File: src/rtl/gemm_tile_streamer_pkg.sv
// Shared types and constants for the GEMM tile streamers.
// A row beat carries one tile row plus its index and an end-of-tile marker.
package gemm_pkg;

    localparam int GEMM_LANES = 16;
    localparam int GEMM_DWID  = 8;
    localparam int GEMM_DIM_W = 8;

    typedef enum logic [1:0] {
        IDLE,
        ISSUE,
        DRAIN
    } streamer_state_e;

    typedef struct packed {
        logic [GEMM_LANES*GEMM_DWID-1:0] data;
        logic [GEMM_DIM_W-1:0]           row;
        logic                            last;
    } row_beat_t;

endpackage

File: src/rtl/gemm_tile_streamer_if.sv
// Scratchpad read port plus the outgoing row stream of the tile streamer.
// The master side is the streamer; the slave side is scratchpad plus consumer.
interface gemm_tile_streamer_if
    import gemm_pkg::*;
#(
    parameter int LANES = GEMM_LANES,
    parameter int D_WID = GEMM_DWID,
    parameter int DIM_W = GEMM_DIM_W
);
    logic                     mem_en;
    logic                     mem_rdwr;
    logic [4:0]               mem_control;
    logic [31:0]              mem_addr;
    logic [LANES*D_WID-1:0]   mem_rd_data;
    logic                     out_valid;
    logic                     out_ready;
    logic [LANES*D_WID-1:0]   out_data;
    logic                     out_last;
    logic [DIM_W-1:0]         out_row;

    modport master (
        output mem_en, mem_rdwr, mem_control, mem_addr,
        input  mem_rd_data,
        output out_valid, out_data, out_last, out_row,
        input  out_ready
    );

    modport slave (
        input  mem_en, mem_rdwr, mem_control, mem_addr,
        output mem_rd_data,
        input  out_valid, out_data, out_last, out_row,
        output out_ready
    );

endinterface

File: src/rtl/gemm_tile_streamer_fifo2.sv
// Two-entry FIFO of row beats; the head entry is a register driving dout directly.
// Reusable by any streamer that needs a guaranteed two-slot landing buffer.
module stream_fifo2
    import gemm_pkg::*;
(
    input  logic      clk,
    input  logic      rst,
    input  logic      push,
    input  logic      pop,
    input  row_beat_t din,
    output row_beat_t dout,
    output logic      full,
    output logic      empty
);

    row_beat_t  head;
    row_beat_t  tail;
    logic [1:0] count;
    logic       pop_ok;
    logic       push_ok;

    assign empty   = (count == 2'd0);
    assign full    = (count == 2'd2);
    assign pop_ok  = pop && !empty;
    assign push_ok = push && (!full || pop_ok);
    assign dout    = head;

    always_ff @(posedge clk or posedge rst) begin
        if (rst) begin
            count <= 2'd0;
            head  <= '0;
        end else begin
            case ({push_ok, pop_ok})
                2'b10: begin
                    if (count == 2'd0) head <= din;
                    count <= count + 2'd1;
                end
                2'b01: begin
                    if (count == 2'd2) head <= tail;
                    count <= count - 2'd1;
                end
                2'b11: begin
                    head <= (count == 2'd1) ? din : tail;
                end
                default: ;
            endcase
        end
    end

    // The tail slot only holds data behind a valid head, so it needs no reset.
    always_ff @(posedge clk) begin
        if (push_ok && ((!pop_ok && count == 2'd1) || (pop_ok && count == 2'd2)))
            tail <= din;
    end

endmodule

File: src/rtl/gemm_tile_streamer.sv
// Walks a strided tile row by row, issuing one unaligned scratchpad read per row
// and streaming the returned rows out through a credit-protected two-entry FIFO.
module gemm_tile_streamer
    import gemm_pkg::*;
#(
    parameter int LANES = GEMM_LANES,
    parameter int D_WID = GEMM_DWID,
    parameter int DIM_W = GEMM_DIM_W
)(
    input  logic                  clk,
    input  logic                  rst,
    input  logic                  start,
    input  logic [31:0]           base_addr,
    input  logic [DIM_W-1:0]      rows,
    input  logic [4:0]            cols,
    input  logic [15:0]           stride,
    output logic                  busy,
    output logic                  done,
    gemm_tile_streamer_if.master  bus
);

    localparam int BEAT_W = LANES * D_WID;

    streamer_state_e  state;
    streamer_state_e  state_nxt;
    logic [31:0]      addr_q;
    logic [4:0]       cols_q;
    logic [DIM_W-1:0] rows_q;
    logic [15:0]      stride_q;
    logic [DIM_W-1:0] issued_q;
    logic [DIM_W-1:0] issued_inc;
    logic             vld_p1;
    logic [DIM_W-1:0] row_p1;
    logic             last_p1;
    logic             issue;
    logic             credit_ok;
    logic             drained_nxt;
    logic             pop;
    logic             fifo_full;
    logic             fifo_empty;
    logic [1:0]       occ;
    row_beat_t        beat_in;
    row_beat_t        beat_out;

    function automatic logic [BEAT_W-1:0] mask_lanes(input logic [BEAT_W-1:0] d,
                                                     input logic [4:0] n);
        logic [BEAT_W-1:0] m;
        m = d;
        for (int i = 0; i < LANES; i++)
            if (i >= int'(n)) m[i*D_WID +: D_WID] = '0;
        return m;
    endfunction

    assign issued_inc = issued_q + DIM_W'(1);
    assign occ        = fifo_full ? 2'd2 : (fifo_empty ? 2'd0 : 2'd1);
    assign pop        = !fifo_empty && bus.out_ready;
    // The scratchpad cannot stall, so every read must already own a FIFO slot.
    assign credit_ok  = ({1'b0, vld_p1} + occ - {1'b0, pop}) < 2'd2;
    assign drained_nxt = !vld_p1 && (fifo_empty || (!fifo_full && pop));

    always_comb begin
        state_nxt = state;
        issue     = 1'b0;
        case (state)
            IDLE: begin
                if (start)
                    state_nxt = (rows == '0 || cols == 5'd0) ? DRAIN : ISSUE;
            end
            ISSUE: begin
                issue = credit_ok;
                if (issue && issued_inc == rows_q) state_nxt = DRAIN;
            end
            DRAIN: begin
                if (drained_nxt) state_nxt = IDLE;
            end
            default: state_nxt = IDLE;
        endcase
    end

    always_ff @(posedge clk or posedge rst) begin
        if (rst) begin
            state    <= IDLE;
            addr_q   <= '0;
            cols_q   <= '0;
            issued_q <= '0;
            vld_p1   <= 1'b0;
            done     <= 1'b0;
        end else begin
            state  <= state_nxt;
            vld_p1 <= issue;
            done   <= (state == DRAIN) && drained_nxt;
            if (state == IDLE && start) begin
                addr_q   <= base_addr;
                cols_q   <= cols;
                issued_q <= '0;
            end else if (issue) begin
                addr_q   <= addr_q + 32'(stride_q);
                issued_q <= issued_inc;
            end
        end
    end

    always_ff @(posedge clk) begin
        if (state == IDLE && start) begin
            rows_q   <= rows;
            stride_q <= stride;
        end
        if (issue) begin
            row_p1  <= issued_q;
            last_p1 <= (issued_inc == rows_q);
        end
    end

    // Stage p1 -> FIFO: read data returns one cycle after issue.
    assign beat_in.data = mask_lanes(bus.mem_rd_data, cols_q);
    assign beat_in.row  = row_p1;
    assign beat_in.last = last_p1;

    stream_fifo2 u_fifo (
        .clk   (clk),
        .rst   (rst),
        .push  (vld_p1),
        .pop   (pop),
        .din   (beat_in),
        .dout  (beat_out),
        .full  (fifo_full),
        .empty (fifo_empty)
    );

    assign busy            = (state != IDLE);
    assign bus.mem_en      = issue;
    assign bus.mem_rdwr    = 1'b0;
    assign bus.mem_control = cols_q;
    assign bus.mem_addr    = addr_q;
    assign bus.out_valid   = !fifo_empty;
    assign bus.out_data    = beat_out.data;
    assign bus.out_row     = beat_out.row;
    assign bus.out_last    = beat_out.last;

endmodule

File: src/flat_wrapper.sv
// flat-port wrapper written by rule: the top's interface ports become plain ports
module gemm_tile_streamer_flat import gemm_pkg::*;
#(
    parameter int LANES = GEMM_LANES,
    parameter int D_WID = GEMM_DWID,
    parameter int DIM_W = GEMM_DIM_W
)
  (clk, rst, start, base_addr, rows, cols, stride, busy, done, bus_mem_en, bus_mem_rdwr, bus_mem_control, bus_mem_addr, bus_mem_rd_data, bus_out_valid, bus_out_data, bus_out_last, bus_out_row, bus_out_ready);
  gemm_tile_streamer_if #(.LANES(LANES), .D_WID(D_WID), .DIM_W(DIM_W)) bus_i ();
  input  logic clk;
  input  logic rst;
  input  logic start;
  input  logic [31:0] base_addr;
  input  logic [DIM_W-1:0] rows;
  input  logic [4:0] cols;
  input  logic [15:0] stride;
  output logic busy;
  output logic done;
  output wire logic [$bits(bus_i.mem_en)-1:0] bus_mem_en;
  output wire logic [$bits(bus_i.mem_rdwr)-1:0] bus_mem_rdwr;
  output wire logic [$bits(bus_i.mem_control)-1:0] bus_mem_control;
  output wire logic [$bits(bus_i.mem_addr)-1:0] bus_mem_addr;
  input wire logic [$bits(bus_i.mem_rd_data)-1:0] bus_mem_rd_data;
  output wire logic [$bits(bus_i.out_valid)-1:0] bus_out_valid;
  output wire logic [$bits(bus_i.out_data)-1:0] bus_out_data;
  output wire logic [$bits(bus_i.out_last)-1:0] bus_out_last;
  output wire logic [$bits(bus_i.out_row)-1:0] bus_out_row;
  input wire logic [$bits(bus_i.out_ready)-1:0] bus_out_ready;
  assign bus_mem_en = bus_i.mem_en;
  assign bus_mem_rdwr = bus_i.mem_rdwr;
  assign bus_mem_control = bus_i.mem_control;
  assign bus_mem_addr = bus_i.mem_addr;
  assign bus_i.mem_rd_data = bus_mem_rd_data;
  assign bus_out_valid = bus_i.out_valid;
  assign bus_out_data = bus_i.out_data;
  assign bus_out_last = bus_i.out_last;
  assign bus_out_row = bus_i.out_row;
  assign bus_i.out_ready = bus_out_ready;
  gemm_tile_streamer #(.LANES(LANES), .D_WID(D_WID), .DIM_W(DIM_W)) u_core (.clk(clk), .rst(rst), .start(start), .base_addr(base_addr), .rows(rows), .cols(cols), .stride(stride), .busy(busy), .done(done), .bus(bus_i));
endmodule
File: config.mk
export PLATFORM = sky130hd
export DESIGN_NAME = gemm_tile_streamer_flat
export DESIGN_NICKNAME = d
export VERILOG_FILES = /design/src/rtl/gemm_tile_streamer_pkg.sv /design/src/rtl/gemm_tile_streamer_if.sv /design/src/rtl/gemm_tile_streamer_fifo2.sv /design/src/rtl/gemm_tile_streamer.sv /design/src/flat_wrapper.sv
export SDC_FILE = /design/constraint.sdc
export NUM_CORES = 1
export LEC_CHECK = 0
export CAP_MARGIN = 0
export CORE_AREA = 3 3 191 193
export DETAILED_ROUTE_END_ITERATION = 8
export DIE_AREA = 0 0 194 196
export PLACE_DENSITY_LB_ADDON = 0.3
export SLEW_MARGIN = 25
export SYNTH_ARGS = -nofsm -noshare
export SYNTH_HDL_FRONTEND = slang
export SYNTH_SLANG_ARGS = --single-unit
File: constraint.sdc
create_clock -name clk -period 9.1 [get_ports clk]
set_clock_uncertainty 0.05 [all_clocks]
set_input_delay 0.91 -clock clk [delete_from_list [all_inputs] [get_ports clk]]
set_output_delay 0.91 -clock clk [all_outputs]
set_load 0.02 [all_outputs]
; Word-level counts from Yosys, hierarchy flattened
; Cells that the tools add are included.
[classes]
add_sub_neg = 6
n_lt_le_gt_ge = 17
n_eq_ne = 13
muxes = 33
reduce_logical = 29
[op_table]
columns = operator, count
row1 = $mux 137, 3
row2 = $pmux 137 s3, 1
row3 = $mux 8, 18
row4 = $mux 32, 2
row5 = $ge 4x5->1 const A, 8
row6 = $add 32x16->32, 1
row7 = $ge 3x5->1 const A, 4
row8 = $logic_and 1x1->1, 11
row9 = $ge 1x5->1 const A, 2
row10 = $ge 2x5->1 const A, 2
row11 = $mux 2, 5
row12 = $add 8x1->8 const B, 1
row13 = $eq 2x2->1 const B, 4
row14 = $eq 8x8->1, 1
row15 = $logic_not 8->1, 1
row16 = $ne 2x1->1 const B, 4
row17 = $eq 2x1->1 const B, 3
row18 = $pmux 2 s3, 1
row19 = $reduce_and 3->1, 2
row20 = $reduce_bool 2->1, 3
row21 = $logic_not 5->1, 1
row22 = $logic_not 1->1, 4
row23 = $logic_not 2->1, 2
row24 = $logic_or 1x1->1, 4
row25 = 9 further kinds, 10
[totals]
ff_bits = 358
inputBits = 193
out_inout_bits = 179

; Logic depth before layout (Yosys ltp)
; Gate-level depths: netlist of run 1.
[logic_depth]
word_depth = 9
ltp_mapped = 16

; Modules after synthesis
; From an unflattened synthesis of run 1, not the netlist that was laid out.
[unflattened]
hier_cells = 1546
hier_area_um2 = 16778.6
[by_module_without_submodules]
columns = module, instances, cells_each, area_per_inst_um2, seq_area_each_um2
row1 = stream_fifo2, 1, 955, 11439.7, 7592.3
row2 = gemm_tile_streamer, 1, 591, 5338.9, 2217.1

; Worst setup path after synthesis of run 1
; OpenSTA, ideal clock, no wires.
[synth_path]
kind = input to register
start = in bus_out_ready
end = reg u_core.u_fifo.tail[0] (netlist name), enable pin
setup_time_ns = 0.634
t_arrival_ns = 6.916
t_required_ns = 8.416
setup_slack_ns = 1.500
path_stages = 5
n_path_buf = 0
path_cell_list = nand2_1 nand2_1 nor2_1 a21oi_1 nor2_1
[synth_via]
elab_chain_len = 6
word_cells_on_any_way = 9
[synth_lines]
columns = element, line
row1 = start: declaration, flat_wrapper.sv:28  ; input wire logic [$bits(bus_i.out_ready)-1:0] bus_out_ready;
row2 = $logic_and 1x1->1 *, gemm_tile_streamer.sv:56  ; assign pop = !fifo_empty && bus.out_ready;
row3 = $logic_and 1x1->1 *, gemm_tile_streamer_fifo2.sv:24  ; assign pop_ok = pop && !empty;
row4 = $logic_not 1->1, gemm_tile_streamer_fifo2.sv:52  ; if (push_ok && ((!pop_ok && count == 2'd1) || (pop_ok && count == 2'd2)))
row5 = $logic_and 1x1->1, gemm_tile_streamer_fifo2.sv:52
row6 = $logic_or 1x1->1, gemm_tile_streamer_fifo2.sv:52
row7 = $logic_and 1x1->1 *, gemm_tile_streamer_fifo2.sv:52
row8 = end signal: assignment, gemm_tile_streamer_fifo2.sv:53  ; tail <= din;
row9 = end: declaration, gemm_tile_streamer_fifo2.sv:17  ; row_beat_t tail;
; Mark *: on every way between the ends. The rest lies on a longest branch, timed or not.
; A chain may end at the register's enable or synchronous reset.

; Final worst setup path of run 1
[layout_path]
start = reg u_core.u_fifo.count[0]
end = out bus_mem_en
[layout_via]
elab_chain_len = 7
word_cells_on_any_way = 10
[layout_lines]
columns = element, line
row1 = start: declaration, gemm_tile_streamer_fifo2.sv:18  ; logic [1:0] count;
row2 = start signal: assignment, gemm_tile_streamer_fifo2.sv:36  ; count <= count + 2'd1;
row3 = start signal: assignment, gemm_tile_streamer_fifo2.sv:40  ; count <= count - 2'd1;
row4 = $logic_not 2->1, gemm_tile_streamer_fifo2.sv:22  ; assign empty = (count == 2'd0);
row5 = $mux 1, gemm_tile_streamer.sv:55  ; assign occ = fifo_full ? 2'd2 : (fifo_empty ? 2'd0 : 2'd1);
row6 = $mux 2, gemm_tile_streamer.sv:55
row7 = $add 1x2->2, gemm_tile_streamer.sv:58  ; assign credit_ok = ({1'b0, vld_p1} + occ - {1'b0, pop}) < 2'd2;
row8 = $sub 2x1->2 *, gemm_tile_streamer.sv:58
row9 = $lt 2x2->1 *, gemm_tile_streamer.sv:58
row10 = $mux 1 *, gemm_tile_streamer.sv:64  ; case (state)
row11 = end: declaration, flat_wrapper.sv:19  ; output wire logic [$bits(bus_i.mem_en)-1:0] bus_mem_en;
; Marked as above.

==> results of run 1 <==
per-layer routing:
metal	GRT usage, %	up-vias	wire (um)
met5	0	-	21
met4	6.97	4	1090
met3	6.18	75	3800
met2	34.8	445	20300
met1	28.8	5750	17500
li1	-	5681	-
flip-flops by register name (all words and copies together), names as in the netlist, 2 cells and up:
name                    count
u_core.bus.mem_control      5
u_core.row_p1               8
u_core.issued_q             8
u_core.state                2
u_core.bus.mem_addr        32
u_core.u_fifo.count         2
u_core.rows_q               8
u_core.u_fifo.dout        137
u_core.stride_q            16
u_core.u_fifo.tail        137
worst min-delay path by stage:
| stage | startpoint | to | slack, ps | cells past startpoint |
|---|---|---|---|---|
| floorplan | u_core.last_p1 | u_core.u_fifo.tail[0] | 380 | 0 |
| global placement | u_core.row_p1[2] | u_core.u_fifo.tail[3] | 380 | 0 |
| detailed placement | u_core.row_p1[5] | u_core.u_fifo.tail[6] | 380 | 0 |
| CTS | u_core.row_p1[5] | u_core.u_fifo.tail[6] | 400 | 0 |
| global route | u_core.row_p1[5] | u_core.u_fifo.tail[6] | 410 | 0 |
| finish | u_core.row_p1[5] | u_core.u_fifo.tail[6] | 390 | 0 |
placed cells by master, fill, tap and decap left out, types with 8 or more instances in the layout:
cell / Yosys / layout
clkdlybuf4s50_1: 0 / 370
nand2_1: 234 / 233
dfrtp_1: 188 / 188
nor2_1: 180 / 179
edfxtp_1: 170 / 170
and2_1: 107 / 107
a31oi_1: 94 / 94
a21oi_1: 86 / 84
mux2i_1: 50 / 50
clkbuf_16: 0 / 39
xnor2_1: 29 / 29
nor2b_1: 26 / 26
ha_1: 21 / 21
o21ai_0: 18 / 18
nor3_1: 14 / 14
o22ai_1: 13 / 13
nand3_1: 13 / 13
inv_1: 14 / 12
xor2_1: 11 / 11
clkbuf_1: 63 / 10
a21o_1: 9 / 9
clkinv_2: 0 / 9
buf_4: 1 / 8
final cells by class:
cell class	count	area (um2)	share of cell area (%)
Clock inverter	16	148	0.700
Sequential cell	358	9810	46.5
Tap cell	455	569	2.70
Clock buffer	56	1110	5.26
Multi-Input combinational cell	978	5540	26.3
Antenna cell	2	5.00	0.0237
Inverter	14	60.1	0.285
Timing Repair Buffer	382	3860	18.3
Yosys cell counts, types with 3 or more instances:
| master | instances | area (um2) |
|---|---|---|
| dfrtp_1 | 188 | 4700 |
| a31oi_1 | 94 | 588 |
| clkbuf_1 | 63 | 236 |
| o22ai_1 | 13 | 81.3 |
| a21o_1 | 9 | 67.6 |
| nand3_1 | 13 | 65.1 |
| and3_1 | 6 | 37.5 |
| o21ai_1 | 7 | 35.0 |
| xor2_1 | 11 | 96.3 |
| xnor2_1 | 29 | 254 |
| ha_1 | 21 | 263 |
| nand2b_1 | 4 | 25.0 |
| and2_1 | 107 | 669 |
| nand2_1 | 234 | 878 |
| nand4_1 | 5 | 31.3 |
| buf_2 | 8 | 40.0 |
| a211oi_2 | 3 | 37.5 |
| o21bai_1 | 4 | 30.0 |
| nor3_1 | 14 | 70.1 |
| nor2b_1 | 26 | 163 |
| a21oi_1 | 86 | 430 |
| nor2_1 | 180 | 676 |
| nor4_1 | 3 | 18.8 |
| o21ai_0 | 18 | 90.1 |
| inv_1 | 14 | 52.6 |
| o31ai_1 | 3 | 22.5 |
| edfxtp_1 | 170 | 5100 |
| buf_1 | 3 | 11.3 |
| a21oi_2 | 3 | 26.3 |
| mux2i_1 | 50 | 500 |
kinds of logic after synthesis:
family	after synthesis	synth area share [%]
AND/OR/NAND/NOR	605	17.5
flip-flops	358	62.6
AO/OA/AOI/OAI	260	10.3
buffers and inverters	89	2.22
multiplexers	50	3.20
XOR/XNOR	40	2.24
adder cells (fa/ha/maj)	22	1.81
other	1	0.0239
stage by stage:
step | util, % | setup WS (ps)
after floorplan | - | 1500
after global placement | 57.0 | 4460
after detailed placement | 57.0 | 4390
after CTS | 60.6 | 4310
after global routing | 60.8 | 4050
final | 60.8 | 4330
power by group:
group	switching, W	leakage, nW	internal, W
Combinational	0.00226	3.83	0.00158
Clock	0.000634	0.624	0.000911
Sequential	0.000391	3.77	0.00244
Total	0.00328	8.22	0.00492
==> summary.txt, run 1 <==
CTS
  – Hold-fix buffers, CTS: 0
  – Depth of the CTS H-tree: 2
  – Worst skew pair latency: 530 ps
  – Clock Pin Slew Worst Setup and Hold Paths: 60 ps
  – CTS Buffer Depth: 3
  – CTS sink cnt: 358
  – CTS Buf Count: 39
  – CTS root buf: clkbuf_16
  – Number of gates resized after CTS: 0
  – Post-CTS setup buffer count: 0
  – CTS tree: built

Timing
  – Fin crit share: 52.4%
  – Rel. slew slack: 32.0%
  – Max Freq: 210 MHz
  – Final min period: 4770 ps
  – Final TNS setup: 0 ps
  – Final number of setup-violating endpoints: 0
  – Final Slew Violations: 0
  – RSZ-0062 raised after global routing: false
  – Hold Violations, Final: 0
  – Slew @ Worst Pin: 1020 ps
  – Hold WS: 394 ps

Layout
  – Fin area: 0.0211 mm2
  – Final std cells w/o fill: 2261
  – Area Overhead vs Synth: 34.7%
  – Final nets: 1988
  – Layout cell share with drive strength beyond 1: 5.32%
  – Fillers: 2841

Route
  – Avg Vias per Cell: 5.29
  – Routed Antenna Nets: 0
  – Via count: 12000
  – Drt total wl: 42.7 mm
  – First-iteration detailed-routing DRC count: 740
  – DRC errors left: 0
  – Avg WL per Cell: 18.9 um
  – Drt first pass iters: 5

Critical path
  – FF-to-FF setup slack: 5210 ps
  – Most used cell, CP: inv_1
  – R2R depth: 15
  – Crit Path Category: flop to output pin
  – CP endpoint: bus_mem_en
  – Critical Path AT: 3810 ps
  – CP Launch Point: u_core.u_fifo.count[0]
  – Worst r2r dst: u_core.bus.mem_addr[20]
  – CP max FO: 16
  – Reg2reg start: u_core.u_fifo.count[0]
  – Slowest cell on the critical path: clkdlybuf4s50_1
  – Top Family by Delay on Critical Path: buffers and inverters
  – CP startpoint kind: flop
  – Critical path required time: 8140 ps
  – Max incr delay on CP: 630 ps
  – Critical-path cell list: inv_1 > ha_1 > inv_1 > nand2_1 > inv_1 > ha_1 > o21bai_1 > xnor2_1 > nand2b_1 > inv_1 > clkdlybuf4s50_1
  – Worst Setup End Kind: output pin
  – Crit path depth: 11
  – Buf/Inv on CP: 5

Synthesis
  – Yosys warnings: 0
  – Post-synth EDFFs: 170
  – Synth Area per Inst: 11.0 um2
  – Yosys reg bits: 358
  – Post-Syn Nets: 1640
  – Async S/R FF share, synth: 52.5%
  – Post-synth cell types: 60
  – Seq/Total Area, Yosys: 62.6%
  – Primary FF master, synth: dfrtp_1
  – Synthesized cell area: 0.0157 mm2
  – Cells after Synth: 1425

Global route
  – First-pass GRT wire length: 66.7 mm
  – Vias in the first global route: 11900
  – All-Layer GR Usage: 21.7%
  – Pin count of the biggest net entering global routing: 197
  – Initial antenna violation count: 4
  – Grt ovf: 0

Worst hold path
  – Worst hold path class: flop to flop

Floorplan
  – DIE AREA: 0.0380 mm2
  – Cell Rows: 68
  – Chip Width: 194 um
  – Initial Utilization: 45.1%
  – IO Pins: 372
  – Core Area: 0.0347 mm2
  – Die H: 196 um

Pwr
  – Leakage: 8.22 nW
  – Power Total: 0.00821 W
  – Pwr Density: 389 mW/mm2
  – Max VDD drop: 0.000248 V

Placement
  – GPL Wtd Cong: 0.841
  – Cell Area, Placed: 0.0198 mm2
  – Placed wire-length estimate: 28.1 mm
  – Placed cells: 2185
  – Buffers on Ports: 370

Job
  – Max Cap Viol: 0

Run status
  – Status: finished clean
No activity file was read; power rests on OpenSTA's default activity.
==> inputs of run 2 (changes only) <==
Clock period 9.1 ns to 4.39 ns, I/O delays scaled along.
==> run 2 against run 1 <==
Effect of this change: clock power increased by 99%; critical path type unchanged; flip-flop and latch count unchanged; hold slack worse by 240 ps; highest routed layer is now met4.
==> summary.txt, run 2 (synthesized netlist as in run 1, its figures left out) <==
Critical path
  – Crit Path Category: flop to output pin
  – Critical path required time: 3900 ps (-4240 ps)
  – Worst Setup End Kind: output pin
  – CP max FO: 6 (-10)
  – Max incr delay on CP: 630 ps (about the same)
  – CP startpoint kind: flop
  – Critical-path cell list: inv_1 > ha_1 > inv_1 > nand2_1 > inv_1 > ha_1 > o21bai_1 > xnor2_1 > nand2b_1 > inv_1 > clkdlybuf4s50_1
  – Most used cell, CP: inv_1
  – Critical Path AT: 3400 ps (-410 ps)
  – Slowest cell on the critical path: clkdlybuf4s50_1

Placement
  – Placed cells: 2200 (+0.69%)
  – Place WS: 969 ps (-3420 ps)
  – Buffers on Ports: 370 (unchanged)
  – Placed wire-length estimate: 29.5 mm (+4.8%)
  – GPL Wtd Cong: 0.859 (+2.0%)

CTS
  – Hold-fix buffers, CTS: 0 (unchanged)
  – CTS root buf: clkbuf_16
  – CTS tree: built
  – Depth of the CTS H-tree: 2 (unchanged)
  – CTS sink cnt: 358 (unchanged)
  – Post-CTS setup buffer count: 0 (unchanged)
  – Clock Pin Slew Worst Setup and Hold Paths: 60 ps (about the same)
  – Number of gates resized after CTS: 0 (unchanged)
  – CTS Buffer Depth: 3 (unchanged)
  – Worst skew pair latency: 520 ps (about the same)
  – CTS Buf Count: 39 (unchanged)

Job
  – Max Cap Viol: 0 (unchanged)

Floorplan
  – Core Area: 0.0347 mm2 (unchanged)
  – Cell Rows: 68 (unchanged)
  – Initial Utilization: 45.1% (unchanged)
  – DIE AREA: 0.0380 mm2 (unchanged)
  – Chip Width: 194 um (unchanged)
  – Die H: 196 um (unchanged)
  – IO Pins: 372 (unchanged)

Route
  – Drt first pass iters: 5 (unchanged)
  – Post-Route M1 WL: 17.9 mm (+2.5%)
  – Drt total wl: 42.8 mm (+0.29%)
  – Avg WL per Cell: 18.8 um (-0.28%)
  – DRC errors left: 0 (unchanged)
  – Avg Vias per Cell: 5.29 (about the same)
  – First-iteration detailed-routing DRC count: 705 (-4.7%)
  – Via count: 12000 (+0.65%)
  – Routed Antenna Nets: 0 (unchanged)
  – Wire length on met3: 3.29 mm (-13%)
  – WL met2: 20.5 mm (+1.0%)
  – Highest routed layer: met4

Worst hold path
  – Worst hold path class: input port to async pin

Global route
  – All-Layer GR Usage: 21.9% (+0.14 points)
  – Initial antenna violation count: 3 (-1)
  – Vias in the first global route: 12100 (+1.6%)
  – First-pass GRT wire length: 67.5 mm (+1.3%)
  – Grt ovf: 0 (unchanged)
  – Pin count of the biggest net entering global routing: 113 (-43%)

Pwr
  – Max VDD drop: 0.000573 V (+130%)
  – Leakage: 8.26 nW (+0.54%)
  – Power Total: 0.0171 W (+110%)
  – Pwr Density: 805 mW/mm2 (+110%)

Timing
  – RSZ-0062 raised after global routing: false
  – Final min period: 3890 ps
  – Fin crit share: 88.6%
  – Final number of setup-violating endpoints: 0 (unchanged)
  – Final TNS setup: 0 ps (unchanged)
  – Max Freq: 257 MHz
  – Hold Violations, Final: 0 (unchanged)
  – Final Slew Violations: 0 (unchanged)
  – Final WS setup: 501 ps (-3830 ps)
  – Rel. slew slack: 30.8% (-1.2 points)
  – Slew @ Worst Pin: 1040 ps (+18.2 ps)

Layout
  – Final std cells w/o fill: 2274 (+0.57%)
  – Util after Layout: 61.0% (+0.23 points)
  – Area Overhead vs Synth: 35.2%
  – Final nets: 2001 (+0.65%)
  – Most common library cell in the layout ignoring fill and taps: clkdlybuf4s50_1
  – Layout cell share with drive strength beyond 1: 5.56% (+0.24 points)
  – Most frequent cells in the layout: clkdlybuf4s50_1, nand2_1, dfrtp_1, nor2_1, edfxtp_1

Run status
  – Status: finished clean
## run 2: changes by cell type in the layout (fill, tap and decap cells not counted)
cell	delta
buf_12	+8
clkinv_1	+3
clkbuf_1	+3
buf_4	+7
inv_1	+1
clkinv_2	-2
inv_8	-1
clkinv_4	-1
buf_16	-2
inv_6	+1
clkbuf_8	-4
bufinv_16	-1
diode_2	+1
## run 2: path summary, 6_finish.rpt
check,from,to,slack [ps],cells past startpoint
worst max register to register,u_core.u_fifo.count[0],u_core.issued_q[3],970,15
worst min register to register,u_core.row_p1[4],u_core.u_fifo.tail[5],400,0
worst min-delay path,rst,u_core.u_fifo.dout[116],150,2
min in group clk,u_core.row_p1[4],u_core.u_fifo.tail[5],400,0
max in group asynchronous,rst,u_core.u_fifo.dout[69],3210,3
worst max-delay path,u_core.u_fifo.count[0],bus_mem_en,500,11
## run 2: layout make-up
type	instances	area [um2]
Timing Repair Buffer	395	4020
Fill cell	2862	13500
Sequential cell	358	9810
Tap cell	455	569
Antenna cell	3	7.51
Clock inverter	16	115
Multi-Input combinational cell	978	5540
Clock buffer	55	1070
Inverter	14	56.3
## run 2: stage by stage
stage               hold slack, ps  instance area [um2]
floorplan                      376                15700
global placement               382                20000
detailed placement             388                20000
CTS                            133                21200
global route                   156                21200
finish                         154                21200
## run 2: layer usage
layer	GRT usage [%]	up-vias
met5	0	-
met4	6.68	0
met3	4.96	61
met2	35.6	430
met1	29.5	5838
li1	-	5704
## run 2: power breakdown
group,leakage [nW],total [W],internal (W),switching (W)
logic,3.91,0.00814,0.00341,0.00474
registers,3.77,0.00584,0.00504,0.000796
clock network,0.583,0.00307,0.00176,0.00131
## run 2: worst max-delay path: cells and delay by family, from the launching register on
family / cells / cell delay [ps]
DFF: 1 / 430
AOI/OAI and AO/OA: 1 / 220
xor gates and xnor gates: 1 / 180
buffers and inverters: 5 / 1140
adders and majority gates: 2 / 570
and+or+nand+nor: 2 / 320
